[src/rtl/serial_pattern_gen.sv]
// serial_pattern_gen
//   Serial pattern transmitter. A start request sends `repeats` copies of
//   PATTERN, MSB first, on a single-bit line. Consecutive copies are separated
//   by `gap` zero bits. Holding en low inserts bubbles without losing stream
//   position.
// Parameters:
//   PATTERN_LEN  pattern length in bits (2..16)
//   PATTERN      pattern value; bit PATTERN_LEN-1 is sent first
// Ports:
//   clk      clock, rising edge
//   rst      asynchronous active-high reset
//   start    transmission request, sampled only in IDLE together with en
//   repeats  number of pattern copies, latched at start
//   gap      zero bits between copies, latched at start
//   en       advance enable; 0 inserts a bubble
//   out      serial data bit (registered)
//   valid    out carries a stream bit this cycle (registered)
//   busy     transmission in progress, SEND or GAP (registered)
//   done     one-cycle completion pulse (registered)
module serial_pattern_gen #(
  parameter int                     PATTERN_LEN = 5,
  parameter logic [PATTERN_LEN-1:0] PATTERN     = 5'b10001
) (
  input  logic       clk,
  input  logic       rst,
  input  logic       start,
  input  logic [7:0] repeats,
  input  logic [3:0] gap,
  input  logic       en,
  output logic       out,
  output logic       valid,
  output logic       busy,
  output logic       done
);

  localparam int IDX_W = (PATTERN_LEN > 2) ? $clog2(PATTERN_LEN) : 1;

  // Reorders the pattern so that element k is the k-th bit on the wire.
  function automatic logic [PATTERN_LEN-1:0] reverse_bits(input logic [PATTERN_LEN-1:0] v);
    logic [PATTERN_LEN-1:0] r;
    r = '0;
    for (int i = 0; i < PATTERN_LEN; i++) begin
      r[i] = v[PATTERN_LEN-1-i];
    end
    return r;
  endfunction

  localparam logic [PATTERN_LEN-1:0] PAT_SEQ   = reverse_bits(PATTERN);
  localparam logic                   FIRST_BIT = PAT_SEQ[0];
  localparam logic [IDX_W-1:0]       LAST_IDX  = IDX_W'(PATTERN_LEN - 1);

  typedef enum logic [1:0] {
    IDLE = 2'd0,
    SEND = 2'd1,
    GAP  = 2'd2,
    DONE = 2'd3
  } state_t;

  state_t           state_r, state_s;
  logic [7:0]       copy_r, copy_s;        // copies still to send, incl. current
  logic [3:0]       gap_len_r, gap_len_s;  // latched gap length
  logic [3:0]       gap_cnt_r, gap_cnt_s;  // zeros still to send after the current one
  logic [IDX_W-1:0] idx_r, idx_s;          // index of the bit currently presented
  logic [IDX_W-1:0] idx_inc_s;
  logic             out_r, out_s;
  logic             valid_r, valid_s;
  logic             busy_r, busy_s;
  logic             done_r, done_s;

  assign idx_inc_s = idx_r + IDX_W'(1);

  // Next-state and next-output logic; valid/done default low, everything else holds.
  always_comb begin
    state_s   = state_r;
    copy_s    = copy_r;
    gap_len_s = gap_len_r;
    gap_cnt_s = gap_cnt_r;
    idx_s     = idx_r;
    out_s     = out_r;
    valid_s   = 1'b0;
    busy_s    = busy_r;
    done_s    = 1'b0;
    case (state_r)
      IDLE: begin
        out_s  = 1'b0;
        busy_s = 1'b0;
        if (start && en) begin
          if (repeats != 8'd0) begin
            state_s   = SEND;
            copy_s    = repeats;
            gap_len_s = gap;
            gap_cnt_s = 4'd0;
            idx_s     = '0;
            out_s     = FIRST_BIT;
            valid_s   = 1'b1;
            busy_s    = 1'b1;
          end else begin
            // Zero copies: complete immediately without sending anything.
            state_s = DONE;
            done_s  = 1'b1;
          end
        end else begin
          state_s = IDLE;
        end
      end
      SEND: begin
        if (!en) begin
          valid_s = 1'b0;
        end else if (idx_r != LAST_IDX) begin
          idx_s   = idx_inc_s;
          out_s   = PAT_SEQ[idx_inc_s];
          valid_s = 1'b1;
        end else if (copy_r > 8'd1) begin
          copy_s = copy_r - 8'd1;
          if (gap_len_r != 4'd0) begin
            state_s   = GAP;
            out_s     = 1'b0;
            valid_s   = 1'b1;
            gap_cnt_s = gap_len_r - 4'd1;
          end else begin
            idx_s   = '0;
            out_s   = FIRST_BIT;
            valid_s = 1'b1;
          end
        end else begin
          state_s = DONE;
          out_s   = 1'b0;
          busy_s  = 1'b0;
          done_s  = 1'b1;
        end
      end
      GAP: begin
        if (!en) begin
          valid_s = 1'b0;
        end else if (gap_cnt_r != 4'd0) begin
          gap_cnt_s = gap_cnt_r - 4'd1;
          out_s     = 1'b0;
          valid_s   = 1'b1;
        end else begin
          state_s = SEND;
          idx_s   = '0;
          out_s   = FIRST_BIT;
          valid_s = 1'b1;
        end
      end
      DONE: begin
        state_s = IDLE;
        out_s   = 1'b0;
        busy_s  = 1'b0;
      end
      default: begin
        state_s = IDLE;
        out_s   = 1'b0;
        busy_s  = 1'b0;
      end
    endcase
  end

  // State, counters and registered outputs.
  always_ff @(posedge clk or posedge rst) begin
    if (rst) begin
      state_r   <= IDLE;
      copy_r    <= 8'd0;
      gap_len_r <= 4'd0;
      gap_cnt_r <= 4'd0;
      idx_r     <= '0;
      out_r     <= 1'b0;
      valid_r   <= 1'b0;
      busy_r    <= 1'b0;
      done_r    <= 1'b0;
    end else begin
      state_r   <= state_s;
      copy_r    <= copy_s;
      gap_len_r <= gap_len_s;
      gap_cnt_r <= gap_cnt_s;
      idx_r     <= idx_s;
      out_r     <= out_s;
      valid_r   <= valid_s;
      busy_r    <= busy_s;
      done_r    <= done_s;
    end
  end

  assign out   = out_r;
  assign valid = valid_r;
  assign busy  = busy_r;
  assign done  = done_r;

endmodule

[config.mk]
export PLATFORM = sky130hd
export DESIGN_NAME = serial_pattern_gen
export DESIGN_NICKNAME = d
export VERILOG_FILES = /design/src/rtl/serial_pattern_gen.sv
export SDC_FILE = /design/constraint.sdc
export NUM_CORES = 1
export LEC_CHECK = 0
export ABC_AREA = 1
export BUFFER_PORTS_ARGS = -buffer_cell sky130_fd_sc_hd__buf_2
export CAP_MARGIN = 20
export CORE_MARGIN = 2
export CORE_UTILIZATION = 30
export CTS_BUF_LIST = sky130_fd_sc_hd__clkbuf_2
export CTS_CLUSTER_DIAMETER = 50
export DETAILED_ROUTE_END_ITERATION = 16
export PLACE_DENSITY = 0.47
export SLEW_MARGIN = 30
export SYNTH_ARGS = -nofsm -noshare
export SYNTH_HDL_FRONTEND = slang
export SYNTH_SLANG_ARGS = --single-unit
[constraint.sdc]
create_clock -name clk -period 2.7 [get_ports clk]
set_input_delay 0 -clock clk [delete_from_list [all_inputs] [get_ports clk]]
set_output_delay 0 -clock clk [all_outputs]
set_load 0.05 [all_outputs]
==> run metrics, run 1 <==
initial antenna violation count=0; RSZ-0062 raised after global routing=false; Remaining Overflow, GRT=0; CTS root buf=clkbuf_2; period utilisation layout=78.4%; setup ws final=0.584 ns; pre-CTS setup slack=0.642 ns; min Tclk post-route=2.12 ns; ANT nets after route=0; sequential area share after synthesis=36.1%; Worst EP required=2.99 ns; CP Cell Sequence=inv_1 > ha_1 > inv_2 > nor2_4 > a21oi_2 > nand2_2 > inv_1 > nand2_1 > nand2_1; Detailed Route WL=4150 µm; max incr delay on CP=0.49 ns; CTS tree=yes; fillers=591; endpoints failing setup=0; synthesized cell area=1730 µm²; CTS buffer count=3; Hold Vio Cnt, Final=0; Slew HR=62.9%; synthesis-to-layout area growth=18.3%; wire per inst=11.8 µm; Die H=80.0 µm; ant diodes=0; clock skew=0.0243 ns; layout cells sized above 1=17.5%; Yosys reg bits=25; maximum clock frequency=473 MHz; Crit Path Max Fanout=14; Total GRT Usage=14.5%; hpwl dp=3130 µm; kind of critical path=reg2reg; Least-Margin Pin Slew=0.555 ns; Nets=307; Worst-path clk slew=0.27 ns; H-tree level count=1; Gate Count Post-Synth=247; Syn Nets=273; # DRC=0; Arr. time, crit path=2.40 ns; clock sink total=25; Peak VDD IR=0.352 mV; Ys Warns=0; drt initial violations=89; vias per cell=4.45; first-pass GRT wire length=7210 µm; die width=80.0 µm; Worst R2R Path Depth=9; CP startpoint kind=flip-flop; commonest cells after routing, fill and taps aside=70 x nand2_1, 33 x inv_1, 25 x nor2_1, 25 x dfrtp_1, 19 x buf_2; status=completed; FP Rows=27; die area=6400 µm²; clock tree buffer depth=2; critical path capture point type=flip-flop; most common cell after layout, fill and taps aside=nand2_1; number of global-route vias before repair=1559; TritonRoute pass-1 iters=4; placer congestion estimate=0.845; hold depth=5; TNS Setup=0 ns; slowest CP cell=ha_1; pwr dens=1090 nW/µm²; clk_lat worst skew=0.37 ns; PortBufs=19; DP Cell Count=334; Boundary Pins=20; Mean Syn Cell Area=7.01 µm²; via count=1566; Slew Viols, Final=0; largest net degree at the start of global routing=26; Max Cap Violations=0; Finished Layout Cells=352; Static Leakage=1.05 nW; synth unique cells=26; initial core utilization=31.3%; CORE AREA=5540 µm²; HP Class=in2reg
-- area by class of cell --
cell class                 instances  area, µm²  share of cell area, %
multi-input combinational        178        927                   45.3
sequential                        25        626                   30.5
timing repair buffer              33        235                   11.5
inverter                          40        150                   7.33
tap                               72       90.1                   4.40
clock buffer                       3       15.0                  0.733
clock inverter                     1       5.00                  0.244
-- layer usage --
metal  vias to the layer above  wire length, µm  part of all wire [%]  global-route usage [%]
met3                         6               94                   2.3                    2.04
met2                        23             1880                    45                    24.0
met1                       701             2130                    51                    19.5
li1                        836                -                     -                       -
met5                         -                0                     0                       0
met4                         0               51                   1.2                    4.58
-- what timing repair did --
action,CTS,global route
gates resized for setup,0,0
hold buffers,14,0
endpoints found under the hold margin,38,0
buffers inserted,0,0
-- state kept, by name, indices dropped and copies added (netlist names) --
register / count
busy: 1
idx_r: 3
valid: 1
gap_cnt_r: 4
state_r: 2
gap_len_r: 4
done: 1
copy_r: 8
out: 1
-- cell families (layout without fill, tap and decap cells) --
family          count (synthesis)  after routing  share of synthesized area (%)
compound gates                 40             40                           13.4
xor+xnor                        3              3                           1.52
fa+ha+maj                      10             10                           7.23
buf+inv                        44             77                           10.3
flops                          25             25                           36.1
simple gates                  125            125                           31.4
-- final timing paths --
check                           slack (ns)                    end                   start
worst max-delay path                  0.58  copy_r[0]$_DFFE_PP0P_  state_r[1]$_DFFE_PP0P_
worst max register to register        0.58  copy_r[0]$_DFFE_PP0P_  state_r[1]$_DFFE_PP0P_
min in group asynchronous             0.16       busy$_DFFE_PP0P_                     rst
worst min-delay path                  0.07  copy_r[3]$_DFFE_PP0P_              repeats[3]
worst min register to register        0.52  copy_r[1]$_DFFE_PP0P_   copy_r[1]$_DFFE_PP0P_
max in group asynchronous             2.15   idx_r[0]$_DFFE_PP0P_                     rst
-- metrics by stage --
step	area, µm²	utilization, %	power, W	hold WS (ns)
after floorplan	1730	-	0.00180	0.0273
after global placement	1890	34.1	0.00207	0.206
after CTS	2050	37.0	0.00225	0.0649
final	2050	37.0	0.00222	0.0674
after global routing	2050	37.0	0.00251	0.0594
after detailed placement	1890	34.1	0.00207	0.0898
-- Yosys cell counts (all sizes together) --
cell   number  area, µm²
a21oi      11       58.8
buf         4       28.8
dfrtp      25        626
ha         10        125
inv        40        150
nand2      74        288
nand3      13       70.1
nand4       3       18.8
nor2       30        135
nor3        3       20.0
o21ai      27        158
o31ai       2       15.0
or2         2       12.5
xor2        3       26.3
-- power by group --
group | switching, W | leakage [nW] | total (W) | internal [W]
Sequential | 0.000114 | 0.319 | 0.000647 | 0.000533
Clock | 0.000124 | 0.0164 | 0.000158 | 0.0000336
Combinational | 0.000939 | 0.714 | 0.00142 | 0.000480
Total | 0.00118 | 1.05 | 0.00222 | 0.00105
-- critical path, delay by kind of cell, from the launching register on --
family / cells / cell delay (ns)
flip-flops: 1 / 0.47
adder cells (fa/ha/maj): 1 / 0.49
AND/OR/NAND/NOR: 4 / 0.55
AO/OA/AOI/OAI: 1 / 0.04
buffers and inverters: 3 / 0.48
Note: power is estimated with default switching activity, not from simulation.
==> run 2, diff against run 1 <==
PLACE_DENSITY = 0.48   (was 0.47)
clock period = 1.7 ns   (was 2.7 ns; I/O delays follow)
==> run 2 against run 1 <==
Net effect: first-iteration DRC count rose by 2.2%; sequential power rose by 61%; critical path depth did not move; core utilization rose by 4.9 points; cell count rose by 5.7%; sequential share of layout area fell by 3.5 points; hold slack got worse by 0.054 ns; non-clock buffer count rose by 20; global-route usage fell by 0.49 points; via count rose by 6.0%.
==> run metrics, run 2 (same netlist as run 1, synthesis figures left out) <==
Largest Register=copy_r; placer congestion estimate=0.796 (-5.8%); hpwl dp=3170 µm (+1.5%); FP Rows=27 (unchanged); CP startpoint kind=flip-flop; largest registers=copy_r x8, gap_cnt_r x4, gap_len_r x4; TritonRoute pass-1 iters=4 (unchanged); drt initial violations=91 (+2.2%); clock share of power=6.3% (-0.8 points); Sw Share=50.3% (-2.7 points); ant diodes=0 (unchanged); Largest register FFs=8 (unchanged); Min-Delay Endpoint=copy_r[3]$_DFFE_PP0P_; commonest cells after routing, fill and taps aside=69 x nand2_1, 27 x inv_1, 24 x dfrtp_1, 21 x nor2_1, 19 x buf_2; layout cells sized above 1=29.7% (+12 points); Arr. time, crit path=1.99 ns (-0.41 ns); Reg2Reg Setup Slack=0.04 ns (-0.54 ns); Peak VDD IR=0.603 mV (+71%); Nets=327 (+6.5%); wire per inst=11.7 µm (-1.2%); initial core utilization=31.3% (unchanged); synthesis-to-layout area growth=33.9%; hold wc startpoint=repeats[3]; CTS tree=yes; H-tree level count=1 (unchanged); hold depth=5 (unchanged); largest net degree at the start of global routing=26 (unchanged); Detailed Route WL=4340 µm (+4.4%); HP Class=in2reg; Total GRT Usage=14.0% (-0.49 points); # DRC=0 (unchanged); vias per cell=4.46 (+0.30%); via count=1660 (+6.0%); die width=80.0 µm (unchanged); first-pass GRT wire length=7030 µm (-2.5%); Comb pwr share=69.1% (+5.3 points); clock sink total=25 (unchanged); status=completed; clk_lat worst skew=0.38 ns (about the same); Max Cap Violations=0 (unchanged); maximum clock frequency=603 MHz (+28%); DP Cell Count=352 (+5.4%); min Tclk post-route=1.66 ns (-0.457 ns); Hold Vio Cnt, Final=0 (unchanged); Net Sw Power=0.00212 W (+80%); TNS Setup=0 ns (unchanged); fillers=571 (-3.4%); Crit Path Max Fanout=8 (-6); clock skew=0.0106 ns (-0.0137 ns); Worst R2R Path Depth=9 (unchanged); CORE AREA=5540 µm² (unchanged); CTS root buf=clkbuf_2; Sequential Power Share=24.6% (-4.5 points); Boundary Pins=20 (unchanged); CTS buffer count=3 (unchanged); Slew HR=77.1% (+14 points); Static Leakage=1.16 nW (+10%); Internal=0.00210 W (+100%); most common cell after layout, fill and taps aside=nand2_1; clock tree buffer depth=2 (unchanged); Remaining Overflow, GRT=0 (unchanged); Worst R2R Start=state_r[1]$_DFFE_PP0P_; PortBufs=19 (unchanged); pwr dens=1820 nW/µm² (+68%); critical path capture point type=flip-flop; Die H=80.0 µm (unchanged); Worst EP required=2.03 ns (-0.96 ns); ANT nets after route=0 (unchanged); number of global-route vias before repair=1493 (-4.2%); Worst-path clk slew=0.28 ns (about the same); Finished Layout Cells=372 (+5.7%); RSZ-0062 raised after global routing=true; endpoints failing setup=0 (unchanged); die area=6400 µm² (unchanged); Least-Margin Pin Slew=0.344 ns (-0.211 ns); Slew Viols, Final=0 (unchanged); kind of critical path=reg2reg; period utilisation layout=97.6% (+19 points); Worst R2R End=idx_r[0]$_DFFE_PP0P_; initial antenna violation count=0 (unchanged)
-- run 2: cell count changes in the layout (fill, tap and decap cells not counted), sizes merged --
cell / change
buf: +20
-- run 2: worst max-delay path by stage --
| stage | start | end | slack (ns) |
|---|---|---|---|
| detailed placement | state_r[0]$_DFFE_PP0P_ | idx_r[0]$_DFFE_PP0P_ | -0.02 |
| global route | state_r[1]$_DFFE_PP0P_ | idx_r[0]$_DFFE_PP0P_ | -0.05 |
| finish | state_r[1]$_DFFE_PP0P_ | idx_r[0]$_DFFE_PP0P_ | 0.04 |
| global placement | state_r[0]$_DFFE_PP0P_ | gap_cnt_r[2]$_DFFE_PP0P_ | -0.004 |
| CTS | state_r[0]$_DFFE_PP0P_ | gap_cnt_r[2]$_DFFE_PP0P_ | 0.002 |
| floorplan | state_r[0]$_DFFE_PP0P_ | gap_cnt_r[2]$_DFFE_PP0P_ | 0.005 |
-- run 2: through the flow --
stage	setup WS [ns]	hold slack, ns	util, %	total power, W	cell area (µm²)
after floorplan	0.00489	0.0273	-	0.00287	1740
after global placement	-0.00395	0.0862	36.5	0.00358	2020
after detailed placement	-0.0157	0.0875	36.5	0.00356	2020
after CTS	0.00226	0.00580	39.6	0.00389	2200
after global routing	-0.0549	0.0552	41.8	0.00465	2320
final	0.0414	0.0137	41.8	0.00422	2320
-- run 2: layout make-up --
type | count | area (µm²) | share of cell area (%)
multi-input combinational | 178 | 1030 | 44.5
sequential | 25 | 627 | 27.0
timing repair buffer | 53 | 397 | 17.1
inverter | 40 | 153 | 6.58
tap | 72 | 90.1 | 3.89
clock buffer | 3 | 15.0 | 0.648
clock inverter | 1 | 5.00 | 0.216
-- run 2: worst max-delay path, cell delays in order, from the launching register on --
cell and delay (ns):
dfrtp_2 0.51, ha_4 0.20, buf_6 0.13, o21ai_4 0.15, inv_2 0.06, nor3_2 0.11
nand3_1 0.14, nor2_4 0.18, nand2_1 0.07, o21ai_1 0.07
-- run 2: timing repair --
item,4_1_cts,5_1_grt
pin swaps,0,12
endpoints found under the hold margin,38,0
resized for setup,4,32
buffers inserted,0,2
hold buffers,14,0
setup endpoints to repair,8,18
-- run 2: per-layer routing --
| layer | share of wire [%] | global-route usage (%) | vias up |
|---|---|---|---|
| met3 | 4.6 | 1.70 | 2 |
| met4 | 0.58 | 3.56 | 0 |
| li1 | - | - | 880 |
| met1 | 50 | 20.0 | 737 |
| met5 | 0 | 0 | - |
| met2 | 45 | 22.3 | 41 |
-- run 2: power groups by stage --
stage          Combinational [W]  Sequential (W)  Clock [W]
2_1_floorplan            0.00178         0.00109          0
3_3_place_gp             0.00255         0.00103          0
3_5_place_dp             0.00253         0.00103          0
4_1_cts                  0.00260         0.00102   0.000269
5_1_grt                  0.00328         0.00107   0.000291
6_report                 0.00292         0.00104   0.000264
